[src/rtl/ram_pkg.sv]
// Shared definitions for the programmable RAM: controller states and the
// default geometry used when the top is instantiated without overrides.
package ram_pkg;

  localparam int DEFAULT_DATA_WIDTH = 8;
  localparam int DEFAULT_ADDR_WIDTH = 4;

  typedef enum logic {
    IDLE = 1'b0,
    WIPE = 1'b1
  } ram_state_t;

endpackage

[src/rtl/mem_addr_reg.sv]
// Address register: synchronous clear, parallel load, increment with natural
// wrap, otherwise hold. Load wins over increment.
module mem_addr_reg #(
  parameter int ADDR_WIDTH = 4
) (
  input  logic                  i_clk,
  input  logic                  i_clear,
  input  logic                  i_load,
  input  logic [ADDR_WIDTH-1:0] i_load_val,
  input  logic                  i_inc,
  output logic [ADDR_WIDTH-1:0] o_addr
);

  logic [ADDR_WIDTH-1:0] r_addr;

  always_ff @(posedge i_clk) begin
    if (i_clear) begin
      r_addr <= '0;
    end else if (i_load) begin
      r_addr <= i_load_val;
    end else if (i_inc) begin
      r_addr <= r_addr + 1'b1;
    end
  end

  assign o_addr = r_addr;

endmodule

[src/rtl/param_ram.sv]
// Programmable RAM with dipswitch programming, bus read/write and a
// whole-memory zero fill that runs one word per cycle.
module param_ram
  import ram_pkg::*;
#(
  parameter int DATA_WIDTH = DEFAULT_DATA_WIDTH,
  parameter int ADDR_WIDTH = DEFAULT_ADDR_WIDTH
) (
  input  logic                  clk,
  input  logic                  clear,
  input  logic                  prog_mode,
  input  logic [DATA_WIDTH-1:0] dipswitch_data,
  input  logic [ADDR_WIDTH-1:0] dipswitch_addr,
  input  logic                  prog_write,
  input  logic [DATA_WIDTH-1:0] bus_in,
  input  logic                  load_addr_reg,
  input  logic                  write_enable,
  input  logic                  output_enable,
  input  logic                  wipe_start,
  output logic [DATA_WIDTH-1:0] bus_out,
  output logic [ADDR_WIDTH-1:0] addr_out,
  output logic                  busy,
  output logic                  dbg_state
);

  localparam int DEPTH = 2 ** ADDR_WIDTH;

  ram_state_t            r_state;
  logic [ADDR_WIDTH-1:0] r_wipe_cnt;
  logic [DATA_WIDTH-1:0] r_mem [DEPTH];

  logic                  w_idle;
  logic                  w_load;
  logic [ADDR_WIDTH-1:0] w_load_val;
  logic                  w_inc;
  logic                  w_wr_en;
  logic [DATA_WIDTH-1:0] w_wr_data;
  logic [ADDR_WIDTH-1:0] w_addr;
  logic                  w_unused_bus;

  // Only the low ADDR_WIDTH bits of bus_in ever feed the address register.
  assign w_unused_bus = ^bus_in;

  assign w_idle     = (r_state == IDLE);
  assign w_load     = w_idle & load_addr_reg;
  assign w_load_val = prog_mode ? dipswitch_addr : bus_in[ADDR_WIDTH-1:0];
  assign w_inc      = w_idle & prog_mode & prog_write;
  assign w_wr_en    = w_idle & (prog_mode ? prog_write : write_enable);
  assign w_wr_data  = prog_mode ? dipswitch_data : bus_in;

  mem_addr_reg #(
    .ADDR_WIDTH(ADDR_WIDTH)
  ) u_addr_reg (
    .i_clk      (clk),
    .i_clear    (clear),
    .i_load     (w_load),
    .i_load_val (w_load_val),
    .i_inc      (w_inc),
    .o_addr     (w_addr)
  );

  always_ff @(posedge clk) begin
    if (clear) begin
      r_state    <= IDLE;
      r_wipe_cnt <= '0;
    end else begin
      case (r_state)
        IDLE: begin
          if (wipe_start) begin
            r_state    <= WIPE;
            r_wipe_cnt <= '0;
          end
        end
        WIPE: begin
          r_wipe_cnt <= r_wipe_cnt + 1'b1;
          if (r_wipe_cnt == {ADDR_WIDTH{1'b1}}) begin
            r_state <= IDLE;
          end
        end
        default: r_state <= IDLE;
      endcase
    end
  end

  // No reset on the array: clear only blocks writes, so contents survive it.
  always_ff @(posedge clk) begin
    if (!clear) begin
      if (r_state == WIPE) begin
        r_mem[r_wipe_cnt] <= '0;
      end else if (w_wr_en) begin
        r_mem[w_addr] <= w_wr_data;
      end
    end
  end

  assign busy      = (r_state == WIPE);
  assign dbg_state = r_state;
  assign addr_out  = w_addr;
  assign bus_out   = (output_enable && !busy) ? r_mem[w_addr] : '0;

endmodule

[config.mk]
export PLATFORM = sky130hd
export DESIGN_NAME = param_ram
export DESIGN_NICKNAME = d
export VERILOG_FILES = /design/src/rtl/ram_pkg.sv /design/src/rtl/mem_addr_reg.sv /design/src/rtl/param_ram.sv
export SDC_FILE = /design/constraint.sdc
export NUM_CORES = 1
export LEC_CHECK = 0
export ABC_AREA = 0
export CORE_UTILIZATION = 50
export DETAILED_ROUTE_END_ITERATION = 7
export HOLD_SLACK_MARGIN = 0.12
export PLACE_DENSITY = 0.7
export SYNTH_ARGS = -nofsm -noshare
export SYNTH_HDL_FRONTEND = slang
export SYNTH_HIERARCHICAL = 1
export SYNTH_SLANG_ARGS = --single-unit
export TNS_END_PERCENT = 10
[constraint.sdc]
create_clock -name clk -period 3 [get_ports clk]
set_clock_uncertainty 0.15 [all_clocks]
set_input_delay 0.75 -clock clk [delete_from_list [all_inputs] [get_ports clk]]
set_output_delay 0.75 -clock clk [all_outputs]
set_load 0.005 [all_outputs]
==> summary.md <==
| Metric | Value |
|---|---|
| Status | `finished clean` |
| Initial Utilization | `0.514` |
| Sequential fraction of the synthesis area | `0.682` |
| Root buf cell | `clkbuf_16` |
| RSZ-0062 raised after global routing | `true` |
| Drc violations | `0` |
| Post-synth EDFFs | `128` |
| Layout cells sized above 1 | `0.294` |
| Initial antenna violation count | `0` |
| Min Tclk post-route | `2.95 ns` |
| Relative slew margins | `0.0816` |
| Synth Area in Simple Gates | `0.0689` |
| Complex-gate fraction of the synthesized area | `0.0575` |
| Reg-to-Reg Start | `busy$_SDFF_PP0_` |
| Worst Hold Class | `reg2reg` |
| Max Cap Viol | `0` |
| CP arrival | `2.05 ns` |
| Max FO, Critical Path | `9` |
| Final Hold Viols | `0` |
| Port Buffers | `41` |
| Post-Synthesis Cells | `343` |
| Measured slew at the worst slew-check pin | `1.37 ns` |
| Count leader, synth | `edfxtp_1` |
| CTS buffer count | `17` |
| Top cells by count, synth | `edfxtp_1, nand2_1, mux2i_1` |
| Setup ws final | `0.0476 ns` |
| Met3 usage | `0.0549` |
| Syn_nets | `373` |
| Internal Power | `0.00346 W` |
| Grt ovf | `0` |
| Vias | `3525` |
| Nets | `469` |
| Die footprint | `12200 um^2` |
| Layout area overhead | `25.3%` |
| Area of the multi-input gates | `1740 um^2` |
| Max-slew violation count | `0` |
| Met1 usage in global routing | `0.296` |
| Post-synthesis mux area share | `0.161` |
| Sw Share | `0.210` |
| Remaining antenna violation count | `0` |
| Number of vias per cell | `5.92` |
| Post-synth top area share | `0.652` |
| Largest net degree at the start of global routing | `19` |
| Logic pwr share | `0.108` |
| Cell Area, Synth | `5900 um^2` |
| Area of the core | `11500 um^2` |
| Power per standard cell area | `593 nW/um^2` |
| DR WL/cell | `22.5 um` |
| Vias in the first global route | `3574` |
| #FFs+latches synth | `137` |
| Dpl ws | `-0.288 ns` |
| Mean post-synth cell area | `17.2 um^2` |
| Clock Latency Late Sink | `0.41 ns` |
| Iteration-0 DRC Markers | `439` |
| Clock group share of total power | `0.405` |
| CP Capture Type | `primary output` |
| Post-synthesis adder-cell area fraction | `0.00424` |
| Post-Synth XOR/XNOR Area | `0.00445` |
| LEAKAGE | `2.52 nW` |
| Psw | `0.000922 W` |
| GR Util met2 | `0.386` |
| Grt peak-use layer | `met2` |
| Clk pin slew, worst setup/hold paths | `0.05 ns` |
| Setup violators final | `0` |
| First-pass GRT wire length | `20500 um` |
| First-pass iteration count of the detailed router | `5` |
| Final period util | `0.984` |
| Post-DP HPWL | `8900 um` |
| Routed wire length | `13400 um` |
| Top Ports | `42` |
| Critical Path RT | `2.10 ns` |
| Synth top area cells | `edfxtp_1, mux4_1, mux4_2` |
| Count of cell types in the netlist | `44` |
| Clock Sinks | `137` |
| Hold path start | `r_wipe_cnt[2]$_SDFFE_PP0P_` |
| Sequential power share | `0.487` |
| Ys async rst share | `0` |
| CTS Buffer Depth | `2` |
| Max Clock Freq | `339 MHz` |
| WHS | `0.415 ns` |
| Total of warnings raised by yosys | `6` |
| Antenna cell count | `0` |
| Die Ht | `111 um` |
| Routability cong. | `0.870` |
| Max rail drop VDD | `0.469 mV` |
| Num rows | `39` |
| CP startpoint kind | `flip-flop` |
| Die W | `111 um` |
| Synth area leader | `edfxtp_1` |
| Largest family of logic cells by synthesized area | `multiplexers` |
| Top_reg_cell synth | `edfxtp_1` |
| CTS tree | `built` |
| Crit path from | `u_addr_reg/o_addr[0]$_SDFFE_PP0P_` |
| H-Tree Depth | `4` |
| Register area | `4030 um^2` |
| GRT Total Usage | `0.232` |
| Fill cells | `797` |
| Crit path kind | `reg2out` |
layout make-up:
type / instances / area share
flip-flops and latches: 137 / 0.545
multi-input cells: 186 / 0.236
repair buffers: 95 / 0.125
clock buffers: 28 / 0.0659
well taps: 143 / 0.0242
clock inverters: 4 / 0.00254
inverters: 2 / 0.00102
metrics by stage:
step	instance area, um^2	power [W]	cells	TNS (ns)	utilization
3_3_place_gp	6830	0.00260	558	-5.25	0.596
2_1_floorplan	5900	0.00241	343	0	-
5_1_grt	7390	0.00453	595	-0.0402	0.644
4_1_cts	7390	0.00441	594	-0.159	0.645
6_report	7390	0.00438	595	0	0.644
3_5_place_dp	6830	0.00261	558	-19.21	0.596
kinds of logic (layout without fill, tap and decap cells):
logic type                 count (synthesis)  count (layout)
xor gates and xnor gates                   3               3
and+or+nand+nor                           73              73
DFF                                      137             137
buffers and inverters                     20             129
AOI/OAI and AO/OA                         50              50
adders and majority gates                  2               2
muxes                                     58              58
cells in the final DEF, fill, tap and decap left out, types with 3 or more instances in the layout:
master           netlist  routed
clkbuf_2               1       3
mux2i_1               17      15
nand4b_1               5       5
o22ai_1                7       5
a21oi_1                9       9
buf_4                  3      42
nor2_1                14      14
nand4_1                3       3
dfxtp_1                9       7
o221ai_1               7       7
o21ai_0                6       6
nor2b_1               12      11
mux4_2                12      22
clkbuf_1               4       9
clkbuf_16              0      17
nand2_1               18      18
a22oi_1               16      16
clkdlybuf4s50_1        0      32
buf_2                  6       5
edfxtp_1             128     128
nand2b_1               7       7
clkinv_2               0       3
mux2_2                16      15
buf_12                 1      10
final timing paths:
kind,slack [ns],endpoint,cells after the start
worst min-delay path,0.41,r_wipe_cnt[2]$_SDFFE_PP0P_,2
worst max-delay path,0.05,bus_out[4],5
worst min register to register,0.41,r_wipe_cnt[2]$_SDFFE_PP0P_,2
worst max register to register,0.41,r_mem[6][5]$_DFFE_PP_,4
routing by layer:
layer  wire length, um  up-vias
li1                  -     1585
met1              5600     1805
met2              6830      114
met3               714       21
met4               273        0
met5                 0        -
power groups by stage:
| stage | sequential (W) | combinational (W) | clock, W |
|---|---|---|---|
| 2_1_floorplan | 0.00216 | 0.000245 | 0 |
| 3_3_place_gp | 0.00217 | 0.000435 | 0 |
| 3_5_place_dp | 0.00217 | 0.000444 | 0 |
| 4_1_cts | 0.00213 | 0.000472 | 0.00181 |
| 5_1_grt | 0.00213 | 0.000504 | 0.00189 |
| 6_report | 0.00213 | 0.000473 | 0.00177 |
what timing repair did:
action                                  4_1_cts  5_1_grt
hold buffers                                  0        0
setup buffers                                 3        0
gates resized for setup                      44       10
pin swaps                                     3        3
gates cloned                                  1        0
endpoints found under the setup margin        8        8
sequential cells by signal, indices dropped and copies added, names as in the netlist:
register and flops:
busy 1, u_addr_reg/o_addr 4, r_wipe_cnt 4, r_mem 128
worst max-delay path: stages (launching register included):
cell and delay (ns):
dfxtp_4 0.39, buf_12 0.16, mux4_2 0.52, mux2i_1 0.28
o22ai_1 0.14, buf_2 0.15
Note: power is estimated with default switching activity, not from simulation.
